## src/rtl/bj_card_dealer_if.sv

```systemverilog
// Control/status bundle between the BlackJack card dealer and its driver.
// The master side drives the control inputs and the slave side is the dealer itself.
interface bj_card_dealer_if #(
    parameter int unsigned STA_WL = 160
);
    logic              i_ena;
    logic [15:0]       i_seed;
    logic              i_seed_load;
    logic              i_new_ep;
    logic              i_act_vld;
    logic              i_act;
    logic              i_inj_vld;
    logic [3:0]        i_inj_card;
    logic [STA_WL-1:0] o_sta;
    logic              o_valid;
    logic              o_busy;
    logic              o_overflow;

    modport master (
        output i_ena, i_seed, i_seed_load, i_new_ep, i_act_vld, i_act, i_inj_vld, i_inj_card,
        input  o_sta, o_valid, o_busy, o_overflow
    );

    modport slave (
        input  i_ena, i_seed, i_seed_load, i_new_ep, i_act_vld, i_act, i_inj_vld, i_inj_card,
        output o_sta, o_valid, o_busy, o_overflow
    );
endinterface

```

## src/rtl/bj_card_dealer.sv

```systemverilog
// BlackJack card dealer: keeps the player/dealer card slots for one episode, draws cards from
// a 16-bit LFSR (or an injected card), deals the opening hand, appends on HIT and plays out the
// dealer on STICK. The packed slot word is published with a one-cycle o_valid pulse.
module bj_card_dealer #(
    parameter int unsigned STA_WL              = 160,
    parameter int unsigned CARD_WL             = 4,
    parameter int unsigned PLAYER_MAX_CARD_NUM = 21,
    parameter int unsigned DEALER_MAX_CARD_NUM = 17,
    parameter int unsigned DEALER_STAND        = 17,
    parameter logic [15:0] LFSR_SEED           = 16'hACE1
) (
    input logic             i_clk,
    input logic             i_rst,
    bj_card_dealer_if.slave bus
);
    localparam int unsigned DealerBase = PLAYER_MAX_CARD_NUM * CARD_WL;

    typedef enum logic [2:0] {StIdle, StDeal, StWaitAct, StHit, StDfill, StOut} state_e;

    state_e             state_q;
    logic [15:0]        lfsr_q;
    logic [CARD_WL-1:0] player_q [PLAYER_MAX_CARD_NUM];
    logic [CARD_WL-1:0] dealer_q [DEALER_MAX_CARD_NUM];
    logic [4:0]         p_cnt_q;
    logic [4:0]         d_cnt_q;
    logic [4:0]         d_hard_q;
    logic               d_ace_q;
    logic [1:0]         deal_idx_q;
    logic [STA_WL-1:0]  sta_q;
    logic               valid_q;
    logic               ovf_q;

    logic [3:0]         rank;
    logic [3:0]         draw_card;
    logic               draw_ok;
    logic [5:0]         hard_add;
    logic [4:0]         hard_sat;
    logic [4:0]         d_soft;
    logic               stand;
    logic               start_ep;
    logic               lfsr_fb;
    logic [STA_WL-1:0]  sta_pack;

    // Draw decode, dealer totals and episode-start qualification
    always_comb begin
        rank    = lfsr_q[3:0];
        // Ranks 13..15 are rejected so the 13 accepted ranks map onto a uniform deck
        draw_ok = bus.i_inj_vld || (rank <= 4'd12);
        if (bus.i_inj_vld) begin
            draw_card = bus.i_inj_card;
        end else if (rank >= 4'd9) begin
            draw_card = 4'd10;
        end else begin
            draw_card = rank + 4'd1;
        end
        hard_add = {1'b0, d_hard_q} + {2'b00, draw_card};
        hard_sat = hard_add[5] ? 5'd31 : hard_add[4:0];
        d_soft   = (d_ace_q && (d_hard_q <= 5'd11)) ? d_hard_q + 5'd10 : d_hard_q;
        stand    = d_soft >= 5'(DEALER_STAND);
        start_ep = bus.i_ena && bus.i_new_ep && ((state_q == StIdle) || (state_q == StWaitAct));
        lfsr_fb  = lfsr_q[15] ^ lfsr_q[13] ^ lfsr_q[12] ^ lfsr_q[10];
    end

    // Pack the slot arrays into the state word, slot 0 in the LSBs
    always_comb begin
        sta_pack = '0;
        for (int i = 0; i < PLAYER_MAX_CARD_NUM; i++) begin
            sta_pack[i*CARD_WL +: CARD_WL] = player_q[i];
        end
        for (int i = 0; i < DEALER_MAX_CARD_NUM; i++) begin
            sta_pack[DealerBase + i*CARD_WL +: CARD_WL] = dealer_q[i];
        end
    end

    // Card source LFSR; a seed load takes precedence over the shift
    always_ff @(posedge i_clk) begin
        if (i_rst) begin
            lfsr_q <= LFSR_SEED;
        end else if (bus.i_ena) begin
            if (bus.i_seed_load) begin
                lfsr_q <= (bus.i_seed == 16'd0) ? LFSR_SEED : bus.i_seed;
            end else begin
                lfsr_q <= {lfsr_q[14:0], lfsr_fb};
            end
        end
    end

    // Episode FSM with slot, counter and registered output updates
    always_ff @(posedge i_clk) begin
        if (i_rst) begin
            state_q    <= StIdle;
            for (int i = 0; i < PLAYER_MAX_CARD_NUM; i++) player_q[i] <= '0;
            for (int i = 0; i < DEALER_MAX_CARD_NUM; i++) dealer_q[i] <= '0;
            p_cnt_q    <= '0;
            d_cnt_q    <= '0;
            d_hard_q   <= '0;
            d_ace_q    <= 1'b0;
            deal_idx_q <= '0;
            sta_q      <= '0;
            valid_q    <= 1'b0;
            ovf_q      <= 1'b0;
        end else begin
            valid_q <= 1'b0;
            if (start_ep) begin
                for (int i = 0; i < PLAYER_MAX_CARD_NUM; i++) player_q[i] <= '0;
                for (int i = 0; i < DEALER_MAX_CARD_NUM; i++) dealer_q[i] <= '0;
                p_cnt_q    <= '0;
                d_cnt_q    <= '0;
                d_hard_q   <= '0;
                d_ace_q    <= 1'b0;
                deal_idx_q <= '0;
                ovf_q      <= 1'b0;
                state_q    <= StDeal;
            end else if (bus.i_ena) begin
                unique case (state_q)
                    StWaitAct: begin
                        if (bus.i_act_vld) state_q <= bus.i_act ? StHit : StDfill;
                    end
                    StDeal: begin
                        if (draw_ok) begin
                            // Even steps feed the player, odd steps the dealer
                            if (!deal_idx_q[0]) begin
                                player_q[p_cnt_q] <= CARD_WL'(draw_card);
                                p_cnt_q           <= p_cnt_q + 5'd1;
                            end else begin
                                dealer_q[d_cnt_q] <= CARD_WL'(draw_card);
                                d_cnt_q           <= d_cnt_q + 5'd1;
                                d_hard_q          <= hard_sat;
                                if (draw_card == 4'd1) d_ace_q <= 1'b1;
                            end
                            deal_idx_q <= deal_idx_q + 2'd1;
                            if (deal_idx_q == 2'd3) state_q <= StOut;
                        end
                    end
                    StHit: begin
                        if (p_cnt_q == 5'(PLAYER_MAX_CARD_NUM)) begin
                            ovf_q   <= 1'b1;
                            state_q <= StOut;
                        end else if (draw_ok) begin
                            player_q[p_cnt_q] <= CARD_WL'(draw_card);
                            p_cnt_q           <= p_cnt_q + 5'd1;
                            state_q           <= StOut;
                        end
                    end
                    StDfill: begin
                        if (stand) begin
                            state_q <= StOut;
                        end else if (d_cnt_q == 5'(DEALER_MAX_CARD_NUM)) begin
                            ovf_q   <= 1'b1;
                            state_q <= StOut;
                        end else if (draw_ok) begin
                            dealer_q[d_cnt_q] <= CARD_WL'(draw_card);
                            d_cnt_q           <= d_cnt_q + 5'd1;
                            d_hard_q          <= hard_sat;
                            if (draw_card == 4'd1) d_ace_q <= 1'b1;
                        end
                    end
                    StOut: begin
                        sta_q   <= sta_pack;
                        valid_q <= 1'b1;
                        state_q <= StWaitAct;
                    end
                    default: ;  // StIdle only leaves through start_ep
                endcase
            end
        end
    end

    assign bus.o_sta      = sta_q;
    assign bus.o_valid    = valid_q;
    assign bus.o_overflow = ovf_q;
    assign bus.o_busy     = (state_q == StDeal) || (state_q == StHit) || (state_q == StDfill);
endmodule

```

## src/flat_wrapper.sv

```systemverilog
// flat-port wrapper written by rule: the top's interface ports become plain ports
module bj_card_dealer_flat 
#(
    parameter int unsigned STA_WL              = 160,
    parameter int unsigned CARD_WL             = 4,
    parameter int unsigned PLAYER_MAX_CARD_NUM = 21,
    parameter int unsigned DEALER_MAX_CARD_NUM = 17,
    parameter int unsigned DEALER_STAND        = 17,
    parameter logic [15:0] LFSR_SEED           = 16'hACE1
)
  (i_clk, i_rst, bus_i_ena, bus_i_seed, bus_i_seed_load, bus_i_new_ep, bus_i_act_vld, bus_i_act, bus_i_inj_vld, bus_i_inj_card, bus_o_sta, bus_o_valid, bus_o_busy, bus_o_overflow);
  bj_card_dealer_if #(.STA_WL(STA_WL)) bus_i ();
  input logic i_clk;
  input logic i_rst;
  input wire logic [$bits(bus_i.i_ena)-1:0] bus_i_ena;
  input wire logic [$bits(bus_i.i_seed)-1:0] bus_i_seed;
  input wire logic [$bits(bus_i.i_seed_load)-1:0] bus_i_seed_load;
  input wire logic [$bits(bus_i.i_new_ep)-1:0] bus_i_new_ep;
  input wire logic [$bits(bus_i.i_act_vld)-1:0] bus_i_act_vld;
  input wire logic [$bits(bus_i.i_act)-1:0] bus_i_act;
  input wire logic [$bits(bus_i.i_inj_vld)-1:0] bus_i_inj_vld;
  input wire logic [$bits(bus_i.i_inj_card)-1:0] bus_i_inj_card;
  output wire logic [$bits(bus_i.o_sta)-1:0] bus_o_sta;
  output wire logic [$bits(bus_i.o_valid)-1:0] bus_o_valid;
  output wire logic [$bits(bus_i.o_busy)-1:0] bus_o_busy;
  output wire logic [$bits(bus_i.o_overflow)-1:0] bus_o_overflow;
  assign bus_i.i_ena = bus_i_ena;
  assign bus_i.i_seed = bus_i_seed;
  assign bus_i.i_seed_load = bus_i_seed_load;
  assign bus_i.i_new_ep = bus_i_new_ep;
  assign bus_i.i_act_vld = bus_i_act_vld;
  assign bus_i.i_act = bus_i_act;
  assign bus_i.i_inj_vld = bus_i_inj_vld;
  assign bus_i.i_inj_card = bus_i_inj_card;
  assign bus_o_sta = bus_i.o_sta;
  assign bus_o_valid = bus_i.o_valid;
  assign bus_o_busy = bus_i.o_busy;
  assign bus_o_overflow = bus_i.o_overflow;
  bj_card_dealer #(.STA_WL(STA_WL), .CARD_WL(CARD_WL), .PLAYER_MAX_CARD_NUM(PLAYER_MAX_CARD_NUM), .DEALER_MAX_CARD_NUM(DEALER_MAX_CARD_NUM), .DEALER_STAND(DEALER_STAND), .LFSR_SEED(LFSR_SEED)) u_core (.i_clk(i_clk), .i_rst(i_rst), .bus(bus_i));
endmodule
```

## config.mk

```make
export PLATFORM = sky130hd
export DESIGN_NAME = bj_card_dealer_flat
export DESIGN_NICKNAME = d
export VERILOG_FILES = /design/src/rtl/bj_card_dealer_if.sv /design/src/rtl/bj_card_dealer.sv /design/src/flat_wrapper.sv
export SDC_FILE = /design/constraint.sdc
export NUM_CORES = 1
export LEC_CHECK = 0
export CAP_MARGIN = 10
export CORE_MARGIN = 1.5
export CORE_UTILIZATION = 40
export CTS_BUF_LIST = sky130_fd_sc_hd__clkbuf_4 sky130_fd_sc_hd__clkbuf_8
export DETAILED_ROUTE_END_ITERATION = 6
export GPL_TIMING_DRIVEN = 0
export PLACE_DENSITY = 0.65
export RECOVER_POWER = 25
export REMOVE_ABC_BUFFERS = 1
export SLEW_MARGIN = 0
export SYNTH_ARGS = -nofsm -noshare
export SYNTH_HDL_FRONTEND = slang
export SYNTH_SLANG_ARGS = --single-unit
```

## constraint.sdc

```tcl
create_clock -name i_clk -period 4.1 [get_ports i_clk]
set_input_delay 0.82 -clock i_clk [delete_from_list [all_inputs] [get_ports i_clk]]
set_output_delay 0.82 -clock i_clk [all_outputs]
set_load 0.05 [all_outputs]
```

==> results_dict.tcl, run 1 <==
set metrics [dict create \
    status "finished with violations" \
    failed_checks "capacitance limit, slew limit" \
    drv_cap 3 \
    grt_max_degree 107 \
    r2r_end "u_core.d_hard_q[0]$_SDFFE_PP0P_" \
    fillerInstances 3055 \
    clockBufferDepth 3 \
    yosysUniqueCellTypes 70 \
    vdd_drop_max_v 0.0001779 \
    timing.rr.start "u_core.lfsr_q[1]$_SDFFE_PP0P_" \
    rr_worst_depth 12 \
    regToRegSetupSlack_ns 0.52 \
    ys_ff_latch 343 \
    power_w 0.007113 \
    max_freq_ghz 0.2638 \
    grtUsageTotal_pct 18.11 \
    synth-edff-count 152 \
    slowest_stage "clkbuf_1" \
    dp_hpwl_um 21330 \
    worst_hold_path.endpoint "bus_o_sta[137]$_SDFFE_PP0P_" \
    grt-ovfl-total 0 \
    worstHoldStart "bus_o_sta[137]$_SDFFE_PP0P_" \
    nNetsFinal 1597 \
    wire_per_inst_um 15.98 \
    firstDrtPassIters 5 \
    layout.cells.most_common_list "nand2_1, dfxtp_1, clkdlybuf4s50_1, a21oi_1, edfxtp_1" \
    relSlewSlack_pct -52.07 \
    path_clk_slew_ns 0.05 \
    grt_use_met1_pct 22.64 \
    start_util_pct 40.73 \
    setup_viol 0 \
    use_met2_pct 31.41 \
    rows 67 \
    antenna_found_initial 0 \
    routed_wl_um 32630 \
    hp-class "reg -> reg" \
    numCtsBuffers 56 \
    syn_area_um2 13690 \
    grt_use_met3_pct 3.481 \
    gp_congestion 0.8205 \
    power.leakage_nw 5.849 \
    yosysWarningCount 0 \
    drc 0 \
    startpoint "bus_i_ena" \
    tightest_slew_ns 2.273 \
    slowest_delay_ns 0.75 \
    cp-start-kind "input pin" \
    postCtsSetupRepairBufs 0 \
    vias_per_cell 5.073 \
    timing.setup.tns_ns 0 \
    drtIter0Drc 617 \
    synthArstFlopShare_pct 0 \
    drive_gt1_share_pct 10.04 \
    die_y_um 188.0 \
    final-hold-violation-count 0 \
    h-tree-depth 2 \
    path_cells "clkbuf_1 -> inv_1 -> nor3_2 -> nand2_1 -> o31ai_1" \
    busiest_layer "met2" \
    vias 10360 \
    ant_nets 0 \
    holdWs_ns 0.4513 \
    core_um2 33620 \
    fin_crit_sh_pct 92.45 \
    rsz0062_at_grt "false" \
    clockRootBuffer "clkbuf_8" \
    dieWidth_um 188.0 \
    dp_cells 1938 \
    dpl_cell_area_um2 15900 \
    p_per_area_nw_per_um2 416.8 \
    grt_pass1_wl_um 51590 \
    multiInputGateArea_um2 4820 \
    clk_latency_ns 0.58 \
    yosysSeqAreaShare_pct 61.26 \
    syn_inst 1398 \
    critPathArrivalTime_ns 3.99 \
    regArea_um2 8388 \
    grt_pass1_vias 10040 \
    slew_viol_final 65 \
    ios 191 \
    critPathCaptureType "register" \
    cts_sinks 343 \
    cp.required_ns 4.30 \
    syn_to_final_growth_pct 24.65 \
    fin_crit_ns 3.791 \
    cts_resized 0 \
    worst-path-max-fanout 24 \
    portBuffers 182 \
    holdPathStages 2 \
    fin_worst_skew_ns 0.02121 \
    cts_tree "yes" \
    dieArea_um2 35350 \
    avgSynthCellArea_um2 9.794 \
    worstSetupPathType "in -> reg" \
    stdcell_area_um2 17070 \
    layout_commonest_cell "nand2_1" \
    hold_buffers 0 \
    final_cell_count_no_fill 2042 \
    synth_flop_cell "dfxtp_1" \
    diodes 0 \
]
## area by class of cell
cell class / count / share of cell area, %
clock buffers: 97 / 6.796
clock inverters: 6 / 0.2053
inverters: 19 / 0.4179
multi-input cells: 936 / 28.24
flip-flops and latches: 343 / 49.15
well taps: 448 / 3.284
repair buffers: 193 / 11.91
## power breakdown
group	switching (W)	internal, W	leakage [nW]
sequential	0.0000386	0.00367	3.16
combinational	0.000242	0.0000946	2.05
clock	0.00130	0.00177	0.643
total	0.00158	0.00553	5.85
## worst max-delay path, delay by kind of cell
family	cells	cell delay (ns)
AOI/OAI and AO/OA	1	0.73
buffers and inverters	2	1.35
and+or+nand+nor	2	1.07
## sequential cells by signal, summed over array words and instances (netlist names)
| signal | cells |
|---|---|
| u_core.state_q | 3 |
| u_core.d_hard_q | 5 |
| bus_o_sta | 152 |
| u_core.bus.o_valid | 1 |
| u_core.deal_idx_q | 2 |
| u_core.dealer_q | 68 |
| u_core.d_cnt_q | 5 |
| u_core.p_cnt_q | 5 |
| u_core.d_ace_q | 1 |
| u_core.bus.o_overflow | 1 |
| u_core.player_q | 84 |
| u_core.lfsr_q | 16 |
## synthesized netlist by cell type (all sizes together), types with 6 or more instances
library cell	count	share of area, %
a211oi	11	0.69
a21oi	170	6.2
buf	26	1.1
clkbuf	81	2.2
dfxtp	191	28
edfxtp	152	33
ha	19	1.7
inv	19	0.52
mux2i	11	0.80
nand2	383	11
nand2b	7	0.32
nand3	6	0.22
nor2	128	3.5
nor2b	6	0.27
nor3	58	3.0
nor4	6	0.27
o211ai	8	0.65
o21ai	18	0.66
o22ai	9	0.41
o31ai	14	0.77
xnor2	9	0.58
## layer usage
layer	wire length [um]	part of all wire, %
met3	1603	4.9
met4	622	1.9
met2	16170	50
met1	14240	44
met5	0	0
## worst max-delay path by stage
stage,endpoint,depth (start not counted)
after floorplan,bus_o_sta[0]$_SDFFE_PP0P_,4
after global placement,u_core.dealer_q[0][0]$_SDFFCE_PN0P_,3
after detailed placement,u_core.dealer_q[9][1]$_SDFFCE_PN0P_,5
after CTS,u_core.dealer_q[9][2]$_SDFFCE_PN0P_,5
after global routing,u_core.dealer_q[9][2]$_SDFFCE_PN0P_,5
final,u_core.dealer_q[13][1]$_SDFFCE_PN0P_,5
## cells by family (layout without fill, tap and decap cells)
group           after synthesis  count (layout)  share of synthesized area (%)
simple gates                625             625                          19.91
flops                       343             343                          61.26
compound gates              260             260                          11.48
buf+inv                     126             315                          3.865
fa+ha+maj                    20              20                          1.883
xor+xnor                     12              12                         0.7677
mux                          11              11                         0.8042
other cells                   1               8                        0.02739
## metrics by stage
step                worst slack (ns)  util [%]
floorplan                     -1.782         -
global placement              -10.16     46.53
detailed placement           -0.4208     47.31
CTS                           0.1898     50.86
global route                 0.03179     50.77
finish                        0.3095     50.77
Note: power is estimated with default switching activity, not from simulation.
==> run 2: changes to the inputs <==
Settings changed: GPL_TIMING_DRIVEN 0 to 1.
Clock period 4.1 ns to 4.08 ns, I/O delays scaled along.
==> results_dict.tcl, run 2 (synthesis gave the netlist of run 1 again) <==
set metrics [dict create \
    status "finished with violations" \
    failed_checks "capacitance limit, slew limit" \
    grtUsageTotal_pct 17.91 \
    rsz0062_at_grt "false" \
    dp_hpwl_um 21220 \
    grt_pass1_vias 10050 \
    diodes 0 \
    gp_congestion 0.8277 \
    wl_met3_um 1841 \
    route.met2.wl_um 15560 \
    core_um2 33620 \
    tightest_slew_ns 1.669 \
    die_y_um 188.0 \
    routed_wl_um 32400 \
    cts_tree "yes" \
    drc 0 \
    vias_per_cell 5.025 \
    layout.cells.most_common_list "nand2_1, dfxtp_1, clkdlybuf4s50_1, a21oi_1, edfxtp_1" \
    grt_pass1_wl_um 51010 \
    slew_viol_final 87 \
    cts_sinks 343 \
    hp-class "reg -> reg" \
    clockRootBuffer "clkbuf_8" \
    ant_nets 0 \
    power.leakage_nw 5.829 \
    setup_viol 0 \
    portBuffers 182 \
    h-tree-depth 2 \
    syn_to_final_growth_pct 24.70 \
    drv_cap 2 \
    path_clk_slew_ns 0.06 \
    worst-path-max-fanout 52 \
    clk_latency_ns 0.57 \
    start_util_pct 40.73 \
    max_freq_ghz 0.2901 \
    holdWs_ns 0.4495 \
    stdcell_area_um2 17070 \
    final-hold-violation-count 0 \
    timing.setup.tns_ns 0 \
    layout_commonest_cell "nand2_1" \
    drtIter0Drc 678 \
    critPathArrivalTime_ns 3.94 \
    relSlewSlack_pct -11.29 \
    clockBufferDepth 3 \
    wl_met1_um 14180 \
    vias 10320 \
    wire_per_inst_um 15.78 \
    firstDrtPassIters 5 \
    dieWidth_um 188.0 \
    fin_crit_ns 3.447 \
    cp.required_ns 4.58 \
    grt-ovfl-total 0 \
    cts_resized 0 \
    fin_worst_skew_ns 0.02895 \
    drive_gt1_share_pct 10.28 \
    vdd_drop_max_v 0.0002037 \
    dieArea_um2 35350 \
    rows 67 \
    place_ws_ns 0.4966 \
    numCtsBuffers 56 \
    dpl_cell_area_um2 15870 \
    cp-start-kind "input pin" \
    fin_ws_ns 0.6327 \
    worstSetupPathType "in -> reg" \
    critPathCaptureType "register" \
    largest_register_ffs 152 \
    hold_buffers 0 \
    fin_util_pct 50.79 \
    fin_crit_sh_pct 84.49 \
    postCtsSetupRepairBufs 0 \
    top_layer_used "met5" \
    nNetsFinal 1606 \
    ios 191 \
    p_per_area_nw_per_um2 426.6 \
    grt_max_degree 112 \
    antenna_found_initial 1 \
]
-- run 2: cell types whose count changed in the layout (fill, tap and decap cells not counted), moves of 4 or more --
cell / delta
buf_4: +13
clkdlybuf4s50_1: +8
dlygate4sd3_1: -7
buf_12: -5
clkbuf_1: +4
-- run 2: critical path, stage by stage --
cell	delay [ns]
dlygate4sd3_1	0.69
nand2_1	0.19
or2_4	0.56
dlymetal6s2s_1	1.29
nand2_1	0.15
a21oi_1	0.20
-- run 2: final timing paths --
path                                                     start                           to  slack (ns)  cells past startpoint
worst max register to register  u_core.state_q[1]$_SDFFE_PP0P_  bus_o_sta[104]$_SDFFE_PP0P_        0.84                      5
worst min-delay path                bus_o_sta[48]$_SDFFE_PP0P_   bus_o_sta[48]$_SDFFE_PP0P_        0.45                      2
worst max-delay path                                 bus_i_ena  bus_o_sta[104]$_SDFFE_PP0P_        0.63                      6
worst min register to register      bus_o_sta[48]$_SDFFE_PP0P_   bus_o_sta[48]$_SDFFE_PP0P_        0.45                      2
-- run 2: final cells by class --
class	count	area, um^2
timing repair buffer	202	1972
inverter	19	71.32
multi-input combinational	936	4828
clock inverter	13	150.1
fill	3062	16540
clock buffer	92	1104
tap	448	560.5
sequential	343	8388
-- run 2: report_power, final --
part           switching [W]  internal [W]  total [W]
combinational       0.000240     0.0000869   0.000326
sequential         0.0000412       0.00369    0.00373
clock                0.00133       0.00190    0.00323
-- run 2: routing by layer --
| metal | up-vias | GRT usage (%) |
|---|---|---|
| met4 | 2 | 6.492 |
| met2 | 286 | 30.27 |
| li1 | 5093 | - |
| met3 | 62 | 3.593 |
| met1 | 4874 | 22.68 |
| met5 | - | 0 |
-- run 2: through the flow --
stage / total power, W / std cells
floorplan: 0.003959 / 1298
global placement: 0.004121 / 1948
detailed placement: 0.004127 / 1948
CTS: 0.007354 / 2053
global route: 0.007546 / 2053
finish: 0.007283 / 2053
